## src/rtl/vram_rect_fill_if.sv

```systemverilog
// AXI4 write-channel bundle for the rectangle fill engine.
// master: drives AW/W and BREADY; slave: drives the readies, BRESP and BVALID.
interface vram_rect_fill_if;
  logic [31:0] M_AXI_AWADDR;
  logic [7:0]  M_AXI_AWLEN;
  logic [2:0]  M_AXI_AWSIZE;
  logic [1:0]  M_AXI_AWBURST;
  logic        M_AXI_AWVALID;
  logic        M_AXI_AWREADY;
  logic [31:0] M_AXI_WDATA;
  logic [3:0]  M_AXI_WSTRB;
  logic        M_AXI_WLAST;
  logic        M_AXI_WVALID;
  logic        M_AXI_WREADY;
  logic [1:0]  M_AXI_BRESP;
  logic        M_AXI_BVALID;
  logic        M_AXI_BREADY;

  modport master (
    output M_AXI_AWADDR, M_AXI_AWLEN,
    output M_AXI_AWSIZE, M_AXI_AWBURST,
    output M_AXI_AWVALID,
    input  M_AXI_AWREADY,
    output M_AXI_WDATA, M_AXI_WSTRB,
    output M_AXI_WLAST, M_AXI_WVALID,
    input  M_AXI_WREADY,
    input  M_AXI_BRESP, M_AXI_BVALID,
    output M_AXI_BREADY
  );

  modport slave (
    input  M_AXI_AWADDR, M_AXI_AWLEN,
    input  M_AXI_AWSIZE, M_AXI_AWBURST,
    input  M_AXI_AWVALID,
    output M_AXI_AWREADY,
    input  M_AXI_WDATA, M_AXI_WSTRB,
    input  M_AXI_WLAST, M_AXI_WVALID,
    output M_AXI_WREADY,
    output M_AXI_BRESP, M_AXI_BVALID,
    input  M_AXI_BREADY
  );
endinterface

```

## src/rtl/vram_rect_fill.sv

```systemverilog
// Solid-colour rectangle fill into the VRAM frame buffer over AXI4 writes.
// Ports: ACLK/ARESETN, START + rect/colour inputs, BUSY/DONE/ERR, m_axi master.
module vram_rect_fill #(
  parameter int H_WIDTH   = 640,
  parameter int V_HEIGHT  = 480,
  parameter int MAX_BURST = 16,
  parameter int COORD_W   = 11
) (
  input  logic               ACLK,
  input  logic               ARESETN,
  input  logic               START,
  input  logic [31:0]        BASE_ADDR,
  input  logic [COORD_W-1:0] RECT_X,
  input  logic [COORD_W-1:0] RECT_Y,
  input  logic [COORD_W-1:0] RECT_W,
  input  logic [COORD_W-1:0] RECT_H,
  input  logic [23:0]        COLOR,
  output logic               BUSY,
  output logic               DONE,
  output logic               ERR,
  vram_rect_fill_if.master   m_axi
);
  localparam int CW = COORD_W + 1;

  typedef enum logic [2:0] {
    S_IDLE, S_CALC, S_AW, S_W, S_B, S_FIN
  } state_t;

  state_t r_state, w_next;

  logic [CW-1:0] r_x, r_xe, r_ye;
  logic [CW-1:0] r_col, r_row;
  logic [31:0]   r_base, r_awaddr, r_wdata;
  logic [7:0]    r_awlen;
  logic [8:0]    r_len, r_beat;
  logic          r_err, r_empty;

  logic [CW-1:0] w_xs, w_ys, w_xe, w_ye;
  logic          w_empty;
  logic [31:0]   w_pix, w_addr;
  logic [12:0]   w_rem, w_4k, w_len;
  logic [CW-1:0] w_ncol, w_nrow;
  logic          w_last, w_wlast;

  assign w_xs = {1'b0, RECT_X} + {1'b0, RECT_W};
  assign w_ys = {1'b0, RECT_Y} + {1'b0, RECT_H};
  assign w_xe = (w_xs > CW'(H_WIDTH)) ? CW'(H_WIDTH) : w_xs;
  assign w_ye = (w_ys > CW'(V_HEIGHT)) ? CW'(V_HEIGHT) : w_ys;
  assign w_empty = (RECT_W == '0) || (RECT_H == '0)
                || ({1'b0, RECT_X} >= CW'(H_WIDTH))
                || ({1'b0, RECT_Y} >= CW'(V_HEIGHT));

  assign w_pix  = 32'(r_row) * 32'(H_WIDTH) + 32'(r_col);
  assign w_addr = r_base + (w_pix << 2);
  assign w_rem  = 13'(r_xe) - 13'(r_col);
  // Beats left before the next 4 KB page.
  assign w_4k   = (13'h1000 - {1'b0, w_addr[11:0]}) >> 2;

  always_comb begin
    w_len = w_rem;
    if (w_len > 13'(MAX_BURST)) w_len = 13'(MAX_BURST);
    if (w_len > w_4k) w_len = w_4k;
  end

  assign w_ncol  = r_col + CW'(r_len);
  assign w_nrow  = r_row + CW'(1);
  assign w_last  = (r_beat == r_len - 9'd1);
  assign w_wlast = (r_state == S_W) && w_last;

  always_ff @(posedge ACLK or negedge ARESETN) begin
    if (!ARESETN) r_state <= S_IDLE;
    else          r_state <= w_next;
  end

  always_comb begin
    w_next = r_state;
    unique case (r_state)
      S_IDLE: if (START) w_next = S_CALC;
      S_CALC: w_next = r_empty ? S_FIN : S_AW;
      S_AW:   if (m_axi.M_AXI_AWREADY) w_next = S_W;
      S_W:    if (m_axi.M_AXI_WREADY && w_last) w_next = S_B;
      S_B: begin
        if (m_axi.M_AXI_BVALID) begin
          if (w_ncol == r_xe && w_nrow == r_ye) w_next = S_FIN;
          else                                  w_next = S_CALC;
        end
      end
      S_FIN:  w_next = S_IDLE;
      default: w_next = S_IDLE;
    endcase
  end

  always_ff @(posedge ACLK or negedge ARESETN) begin
    if (!ARESETN) begin
      r_x     <= '0;
      r_xe    <= '0;
      r_ye    <= '0;
      r_col   <= '0;
      r_row   <= '0;
      r_base  <= '0;
      r_wdata <= '0;
      r_awaddr <= '0;
      r_awlen <= '0;
      r_len   <= '0;
      r_beat  <= '0;
      r_err   <= 1'b0;
      r_empty <= 1'b0;
    end else begin
      unique case (r_state)
        S_IDLE: begin
          if (START) begin
            r_x     <= {1'b0, RECT_X};
            r_col   <= {1'b0, RECT_X};
            r_row   <= {1'b0, RECT_Y};
            r_xe    <= w_xe;
            r_ye    <= w_ye;
            r_base  <= BASE_ADDR;
            r_wdata <= {8'h00, COLOR};
            r_err   <= 1'b0;
            r_empty <= w_empty;
          end
        end
        S_CALC: begin
          r_awaddr <= w_addr;
          r_awlen  <= 8'(w_len - 13'd1);
          r_len    <= w_len[8:0];
          r_beat   <= '0;
        end
        S_W: begin
          if (m_axi.M_AXI_WREADY) r_beat <= r_beat + 9'd1;
        end
        S_B: begin
          if (m_axi.M_AXI_BVALID) begin
            if (m_axi.M_AXI_BRESP != 2'b00) r_err <= 1'b1;
            if (w_ncol == r_xe) begin
              r_col <= r_x;
              r_row <= w_nrow;
            end else begin
              r_col <= w_ncol;
            end
          end
        end
        default: ;
      endcase
    end
  end

  assign m_axi.M_AXI_AWADDR  = r_awaddr;
  assign m_axi.M_AXI_AWLEN   = r_awlen;
  assign m_axi.M_AXI_AWSIZE  = 3'b010;
  assign m_axi.M_AXI_AWBURST = 2'b01;
  assign m_axi.M_AXI_AWVALID = (r_state == S_AW);
  assign m_axi.M_AXI_WDATA   = r_wdata;
  assign m_axi.M_AXI_WSTRB   = 4'hF;
  assign m_axi.M_AXI_WLAST   = w_wlast;
  assign m_axi.M_AXI_WVALID  = (r_state == S_W);
  assign m_axi.M_AXI_BREADY  = (r_state == S_B);

  assign BUSY = (r_state != S_IDLE) && (r_state != S_FIN);
  assign DONE = (r_state == S_FIN);
  assign ERR  = r_err;
endmodule
```

## src/flat_wrapper.sv

```systemverilog
// flat-port wrapper written by rule: the top's interface ports become plain ports
module vram_rect_fill_flat 
#(
  parameter int H_WIDTH   = 640,
  parameter int V_HEIGHT  = 480,
  parameter int MAX_BURST = 16,
  parameter int COORD_W   = 11
)
  (ACLK, ARESETN, START, BASE_ADDR, RECT_X, RECT_Y, RECT_W, RECT_H, COLOR, BUSY, DONE, ERR, m_axi_M_AXI_AWADDR, m_axi_M_AXI_AWLEN, m_axi_M_AXI_AWSIZE, m_axi_M_AXI_AWBURST, m_axi_M_AXI_AWVALID, m_axi_M_AXI_AWREADY, m_axi_M_AXI_WDATA, m_axi_M_AXI_WSTRB, m_axi_M_AXI_WLAST, m_axi_M_AXI_WVALID, m_axi_M_AXI_WREADY, m_axi_M_AXI_BRESP, m_axi_M_AXI_BVALID, m_axi_M_AXI_BREADY);
  vram_rect_fill_if m_axi_i ();
  input  logic ACLK;
  input  logic ARESETN;
  input  logic START;
  input  logic [31:0] BASE_ADDR;
  input  logic [COORD_W-1:0] RECT_X;
  input  logic [COORD_W-1:0] RECT_Y;
  input  logic [COORD_W-1:0] RECT_W;
  input  logic [COORD_W-1:0] RECT_H;
  input  logic [23:0] COLOR;
  output logic BUSY;
  output logic DONE;
  output logic ERR;
  output wire logic [$bits(m_axi_i.M_AXI_AWADDR)-1:0] m_axi_M_AXI_AWADDR;
  output wire logic [$bits(m_axi_i.M_AXI_AWLEN)-1:0] m_axi_M_AXI_AWLEN;
  output wire logic [$bits(m_axi_i.M_AXI_AWSIZE)-1:0] m_axi_M_AXI_AWSIZE;
  output wire logic [$bits(m_axi_i.M_AXI_AWBURST)-1:0] m_axi_M_AXI_AWBURST;
  output wire logic [$bits(m_axi_i.M_AXI_AWVALID)-1:0] m_axi_M_AXI_AWVALID;
  input wire logic [$bits(m_axi_i.M_AXI_AWREADY)-1:0] m_axi_M_AXI_AWREADY;
  output wire logic [$bits(m_axi_i.M_AXI_WDATA)-1:0] m_axi_M_AXI_WDATA;
  output wire logic [$bits(m_axi_i.M_AXI_WSTRB)-1:0] m_axi_M_AXI_WSTRB;
  output wire logic [$bits(m_axi_i.M_AXI_WLAST)-1:0] m_axi_M_AXI_WLAST;
  output wire logic [$bits(m_axi_i.M_AXI_WVALID)-1:0] m_axi_M_AXI_WVALID;
  input wire logic [$bits(m_axi_i.M_AXI_WREADY)-1:0] m_axi_M_AXI_WREADY;
  input wire logic [$bits(m_axi_i.M_AXI_BRESP)-1:0] m_axi_M_AXI_BRESP;
  input wire logic [$bits(m_axi_i.M_AXI_BVALID)-1:0] m_axi_M_AXI_BVALID;
  output wire logic [$bits(m_axi_i.M_AXI_BREADY)-1:0] m_axi_M_AXI_BREADY;
  assign m_axi_M_AXI_AWADDR = m_axi_i.M_AXI_AWADDR;
  assign m_axi_M_AXI_AWLEN = m_axi_i.M_AXI_AWLEN;
  assign m_axi_M_AXI_AWSIZE = m_axi_i.M_AXI_AWSIZE;
  assign m_axi_M_AXI_AWBURST = m_axi_i.M_AXI_AWBURST;
  assign m_axi_M_AXI_AWVALID = m_axi_i.M_AXI_AWVALID;
  assign m_axi_i.M_AXI_AWREADY = m_axi_M_AXI_AWREADY;
  assign m_axi_M_AXI_WDATA = m_axi_i.M_AXI_WDATA;
  assign m_axi_M_AXI_WSTRB = m_axi_i.M_AXI_WSTRB;
  assign m_axi_M_AXI_WLAST = m_axi_i.M_AXI_WLAST;
  assign m_axi_M_AXI_WVALID = m_axi_i.M_AXI_WVALID;
  assign m_axi_i.M_AXI_WREADY = m_axi_M_AXI_WREADY;
  assign m_axi_i.M_AXI_BRESP = m_axi_M_AXI_BRESP;
  assign m_axi_i.M_AXI_BVALID = m_axi_M_AXI_BVALID;
  assign m_axi_M_AXI_BREADY = m_axi_i.M_AXI_BREADY;
  vram_rect_fill #(.H_WIDTH(H_WIDTH), .V_HEIGHT(V_HEIGHT), .MAX_BURST(MAX_BURST), .COORD_W(COORD_W)) u_core (.ACLK(ACLK), .ARESETN(ARESETN), .START(START), .BASE_ADDR(BASE_ADDR), .RECT_X(RECT_X), .RECT_Y(RECT_Y), .RECT_W(RECT_W), .RECT_H(RECT_H), .COLOR(COLOR), .BUSY(BUSY), .DONE(DONE), .ERR(ERR), .m_axi(m_axi_i));
endmodule
```

## config.mk

```make
export PLATFORM = sky130hd
export DESIGN_NAME = vram_rect_fill_flat
export DESIGN_NICKNAME = d
export VERILOG_FILES = /design/src/rtl/vram_rect_fill_if.sv /design/src/rtl/vram_rect_fill.sv /design/src/flat_wrapper.sv
export SDC_FILE = /design/constraint.sdc
export NUM_CORES = 1
export LEC_CHECK = 0
export ABC_CLOCK_PERIOD_IN_PS = 6300
export CAP_MARGIN = 20
export CORE_MARGIN = 2
export CORE_UTILIZATION = 54
export DETAILED_ROUTE_END_ITERATION = 10
export PLACE_DENSITY = 0.89
export SLEW_MARGIN = 15
export SYNTH_ARGS = -nofsm -noshare
export SYNTH_HDL_FRONTEND = slang
export SYNTH_SLANG_ARGS = --single-unit
```

## constraint.sdc

```tcl
create_clock -name ACLK -period 6.3 [get_ports ACLK]
set_input_delay 1.89 -clock ACLK [delete_from_list [all_inputs] [get_ports ACLK]]
set_output_delay 1.89 -clock ACLK [all_outputs]
set_load 0.05 [all_outputs]
```

* Word-level counts from Yosys, hierarchy flattened *
Index checks and enable logic that the tools add are counted.

cells by class
  add/sub/neg operators = 11
  multipliers = 1
  order comparisons = 6
  eq/ne operators = 16
  muxes and demuxes = 25
  reductions and logical operators = 20

operators by type and width
  operator                count
  $mux 12                 8
  $pmux 12 s2             2
  $add 32x32->32          1
  $add 11x11->12          2
  $eq 12x12->1            2
  $add 22x12->23          1
  $logic_not 11->1        2
  $mux 3                  6
  $mux 9                  2
  $pmux 9 s2              1
  $mul 12x3->15 const B   1
  $pmux 3 s5              1
  $gt 13x11->1            1
  $gt 13x5->1 const B     1
  $mux 13                 1
  $sub 12x12->13          1
  $sub 13x12->13 const A  1
  $add 12x1->12 const B   1
  $add 12x9->12           1
  $gt 12x10->1 const B    1
  $gt 12x9->1 const B     1
  $reduce_and 4->1        3
  $ge 11x10->1 const B    1
  $ge 11x9->1 const B     1
  other kinds (19)        36

storage, ports and cells
  bits in registers = 178
  input bits = 108
  output and inout port bits = 88
  word-level logic and storage cells = 93

* Longest topological paths before layout *
  depth in word-level cells = 7
  mapped depth = 23
  gate-level depth less buffers = 23

* Worst setup path after synthesis *
No wires, ideal clock.

  path type = register to register
  from = register u_core.r_col[1]
  to = register u_core.r_awlen[6] (netlist: u_core.m_axi.M_AXI_AWLEN[6])
  setup time = 0.131 ns
  arrival time = 4.339 ns
  data required time = 6.169 ns
  slack = 1.830 ns
  stages on the path, launching flop included = 21
  buffers on the path = 1
  clock period less this slack = 4.470 ns
  path through = dfrtp_1 ha_1 a211oi_1 o21bai_1 a21oi_1 xor2_1 and2_1 nand3_1 or3_1 ha_1 and4_1 o211ai_1 a21oi_1 o21ai_1 clkbuf_1 or2_2 inv_1 a41oi_1 and4_1 xnor2_1 o21ai_1

between the ends
  word-level cells in the longest chain between the ends = 6
  elaborated cells between the ends (all ways) = 9
  those cells by class = add/sub: 5; order compare: 2; mux: 2

RTL lines
  what                                              line                                        source
  start: declaration                                vram_rect_fill.sv:32                        logic [CW-1:0] r_col, r_row;
  start signal: assignment                          vram_rect_fill.sv:113                       r_col <= {1'b0, RECT_X};
  start signal: assignment                          vram_rect_fill.sv:136                       r_col <= r_x;
  start signal: assignment                          vram_rect_fill.sv:139                       r_col <= w_ncol;
  $add 22x12->23 or $sub 12x12->13 (tied branches)  vram_rect_fill.sv:53, vram_rect_fill.sv:55
  $add 32x32->32 or $gt 13x5->1 (tied branches)     vram_rect_fill.sv:54, vram_rect_fill.sv:61
  $sub 13x12->13 or $mux 13 (tied branches)         vram_rect_fill.sv:57, vram_rect_fill.sv:61
  $gt 13x11->1                                      vram_rect_fill.sv:62                        if (w_len > w_4k) w_len = w_4k;
  $mux 9 *                                          vram_rect_fill.sv:62
  $sub 8x1->8 *                                     vram_rect_fill.sv:125                       r_awlen <= 8'(w_len - 13'd1);
  end signal: assignment                            vram_rect_fill.sv:125
  end: declaration                                  vram_rect_fill.sv:34                        logic [7:0] r_awlen;

Mark *: on every way between the ends. The rest lies on a longest branch, timed or not.
A chain may end at the register's enable or synchronous reset.

* Worst setup path after layout *
  from = register u_core.r_len[1]
  to = output m_axi_M_AXI_WLAST

between the ends
  word-level cells in the longest chain between the ends = 3

RTL lines
  what                      line                   source
  start: declaration        vram_rect_fill.sv:35   logic [8:0] r_len, r_beat;
  start signal: assignment  vram_rect_fill.sv:126  r_len <= w_len[8:0];
  $sub 9x1->9               vram_rect_fill.sv:67   assign w_last = (r_beat == r_len - 9'd1);
  $eq 9x9->1                vram_rect_fill.sv:67
  $logic_and 1x1->1         vram_rect_fill.sv:68   assign w_wlast = (r_state == S_W) && w_last;
  end: declaration          flat_wrapper.sv:31     output wire logic [$bits(m_axi_i.M_AXI_WLAST)-1:0] m_axi_M_AXI_WLAST;

No other way between the ends.

==> results by group <==
Detailed routing
  – WL final: 33400 um
  – Routed met3 length: 2240 um
  – Met2 Routed Length: 15700 um
  – Vias: 11400
  – Iteration-0 DRC Markers: 964
  – Pre-antenna DRT Iters: 6
  – DRC errors left: 0
  – Via/cell ratio: 5.72
  – DR WL/cell: 16.7 um
  – Routed met1 length: 14600 um
  – Uppermost layer routed: met4
  – Antenna Violating Nets Remaining: 0

Finish
  – Layout area overhead: 21.1%
  – N_diodes: 0
  – Layout cell share with drive strength beyond 1: 3.94%
  – Layout Nets: 1885
  – Fin util: 65.9%

Yosys
  – Yosys top cell by area: dfrtp_1
  – Syn avg cell area: 8.46 um^2
  – Post-synth cell types: 80
  – Most common cell in the netlist: nand2_1
  – Synth warn: 0
  – Post-Synthesis Cells: 1497
  – Mapped cell area: 0.0127 mm^2
  – Post-synth top cells: 329 x nand2_1, 178 x dfrtp_1, 106 x ha_1, 92 x o21ai_0, 91 x nor2_1
  – Ys async rst share: 100%
  – Sequential fraction of the synthesis area: 35.2%
  – Post-Synth Simple-Gate Area: 21.5%
  – Yosys reg bits: 178
  – Mux cell area share after synthesis: 0.998%
  – Adder-cell area share of the yosys netlist: 11.6%
  – Synth Area in XOR/XNOR: 9.22%
  – EDFF count, synth: 0
  – Largest cells by area after synthesis: dfrtp_1 35%, ha_1 10%, nand2_1 9.8%, xnor2_1 4.9%, o21ai_0 3.6%
  – Post-synth top area share: 35.2%
  – Compound-cell area share of the yosys netlist: 17.3%
  – Most frequently used flop master after synthesis: dfrtp_1
  – Largest family of logic cells by synthesized area: simple AND/OR/NAND/NOR gates

Hold path
  – Worst min path class: reg2reg
  – Hold endpoint: u_core.m_axi.M_AXI_WDATA[0]$_DFFE_PN0P_
  – Hold path cells: 2
  – Hold path startpoint: u_core.m_axi.M_AXI_WDATA[0]$_DFFE_PN0P_

CTS
  – Cts hold-fix bufs: 0
  – TritonCTS clock tree: done
  – CTS H-tree lvls: 4
  – Clk_lat worst skew: 0.44 ns
  – CTS Sinks: 178
  – Clock Path Buffers: 2
  – Resized Gates After CTS: 0
  – Post-CTS setup buffers: 0
  – Clock root buffer: clkbuf_16
  – CTS buffer count: 17
  – Reg clk slew, reported paths: 0.07 ns

STA
  – Final setup TNS: 0 ns
  – Post-route setup slack: 0.983 ns
  – Worst Skew: 0.0125 ns
  – Final Hold Vio Count: 0
  – Final setup violation count: 0
  – Crit share post-route: 84.4%
  – F_max: 188 MHz
  – Relative slew margins: 35.5%
  – Min Hold Slack: 0.474 ns
  – Measured slew at the worst slew-check pin: 0.967 ns
  – Fin crit period: 5.32 ns
  – RSZ-0062 raised after global routing: no
  – Slew Limit Fails: 0

Worst setup path
  – Critical path class: reg2out
  – RR Endpoint: u_core.m_axi.M_AXI_AWLEN[6]$_DFFE_PN0P_
  – R2R cell count: 20
  – Critical Path RT: 4.41 ns
  – Worst-path maximum fanout: 6
  – Startpoint types: flip-flop
  – FF-to-FF Start: u_core.r_col[1]$_DFFE_PN0P_
  – Crit path DAT: 3.43 ns
  – CP endpoint kind: output pin
  – Reg-to-reg setup timing slack: 1.24 ns

GRT
  – First-pass GRT wire length: 54500 um
  – Initial antenna violation count: 0
  – Largest net degree at the start of global routing: 107
  – Overflow after GRT: 0
  – Vias in the first global route: 11100
  – Gr usage total: 27.6%

Place
  – Dpl ws: 1.31 ns
  – Placer Congestion: 0.933
  – Detailed Place HPWL: 25400 um
  – I/O Buffers: 178

Die
  – IO Count: 196
  – Die area: 0.0247 mm^2
  – Die H: 157 um
  – Num rows: 56
  – Core Box Area: 0.0233 mm^2
  – Die Wd: 157 um
  – Starting density of the core: 54.4%

Run
  – Max Cap Violations: 0

Status
  – Status: completed
-- metal layers --
metal	global-route usage (%)	vias up
li1	-	5526
met1	36.5	5441
met2	46.4	401
met3	4.96	53
met4	8.31	0
met5	0	-
-- sequential cells by signal (all words and copies together), names as in the netlist --
name / count
u_core.r_col: 12
u_core.r_empty: 1
u_core.ERR: 1
u_core.m_axi.M_AXI_WDATA: 24
u_core.r_xe: 12
u_core.m_axi.M_AXI_AWADDR: 32
u_core.r_x: 11
u_core.r_len: 9
u_core.r_beat: 9
u_core.r_base: 32
u_core.r_state: 3
u_core.r_ye: 12
u_core.m_axi.M_AXI_AWLEN: 8
u_core.r_row: 12
-- cells by family (layout without fill, tap and decap cells) --
kind of cell | Yosys count | count (layout)
adders and majority gates | 113 | 113
muxes | 12 | 12
and+or+nand+nor | 609 | 609
other | 2 | 24
xor gates and xnor gates | 127 | 127
AOI/OAI and AO/OA | 338 | 338
buffers and inverters | 118 | 275
DFF | 178 | 178
-- worst max-delay path: stages (launching register included) --
cell and delay, ns:
dfrtp_1 0.47, nor3_1 0.53, nand2_1 0.11, o211ai_1 0.16, o21ai_0 0.10, a2111oi_0 0.54
o2111a_1 0.29, clkdlybuf4s50_1 0.80
-- cell type report --
class,count,area [um^2]
clock buffers,20,457
repair buffers,188,1860
clock inverters,11,175
well taps,319,399
flip-flops and latches,178,4450
fillers,1903,7930
multi-input cells,1223,7780
inverters,56,210
-- through the flow --
stage               std cells  area, um^2
floorplan                1519       12700
CTS                      1995       15300
detailed placement       1964       14700
global placement         1964       14700
finish                   1995       15300
global route             1995       15300
-- layout by cell type, fill, tap and decap left out, drive strengths merged, types with 12 or more instances in the layout --
cell             n
a22o            12
nor4            16
xor2            52
clkdlybuf4s50  177
ha             106
nand3           47
and3            19
a21o            18
dfrtp          178
nor2            91
conb            24
clkbuf          20
nand2          329
inv             59
o21ai           98
a21oi           87
nor2b           14
o21a            16
nor3            30
xnor2           71
nand2b          18
-- how the worst max path moves through the flow --
stage | startpoint | to | cells past startpoint
3_5_place_dp | u_core.r_col[1]$_DFFE_PN0P_ | u_core.m_axi.M_AXI_AWLEN[6]$_DFFE_PN0P_ | 20
4_1_cts | u_core.r_len[1]$_DFFE_PN0P_ | m_axi_M_AXI_WLAST | 7
2_1_floorplan | u_core.r_col[1]$_DFFE_PN0P_ | u_core.m_axi.M_AXI_AWLEN[6]$_DFFE_PN0P_ | 20
6_report | u_core.r_len[1]$_DFFE_PN0P_ | m_axi_M_AXI_WLAST | 7
5_1_grt | u_core.r_len[1]$_DFFE_PN0P_ | m_axi_M_AXI_WLAST | 9
3_3_place_gp | RECT_X[0] | u_core.r_xe[7]$_DFFE_PN0P_ | 14
Power is not shown: default switching activity piles up to over one toggle a cycle in this logic, so the estimate is an artifact.
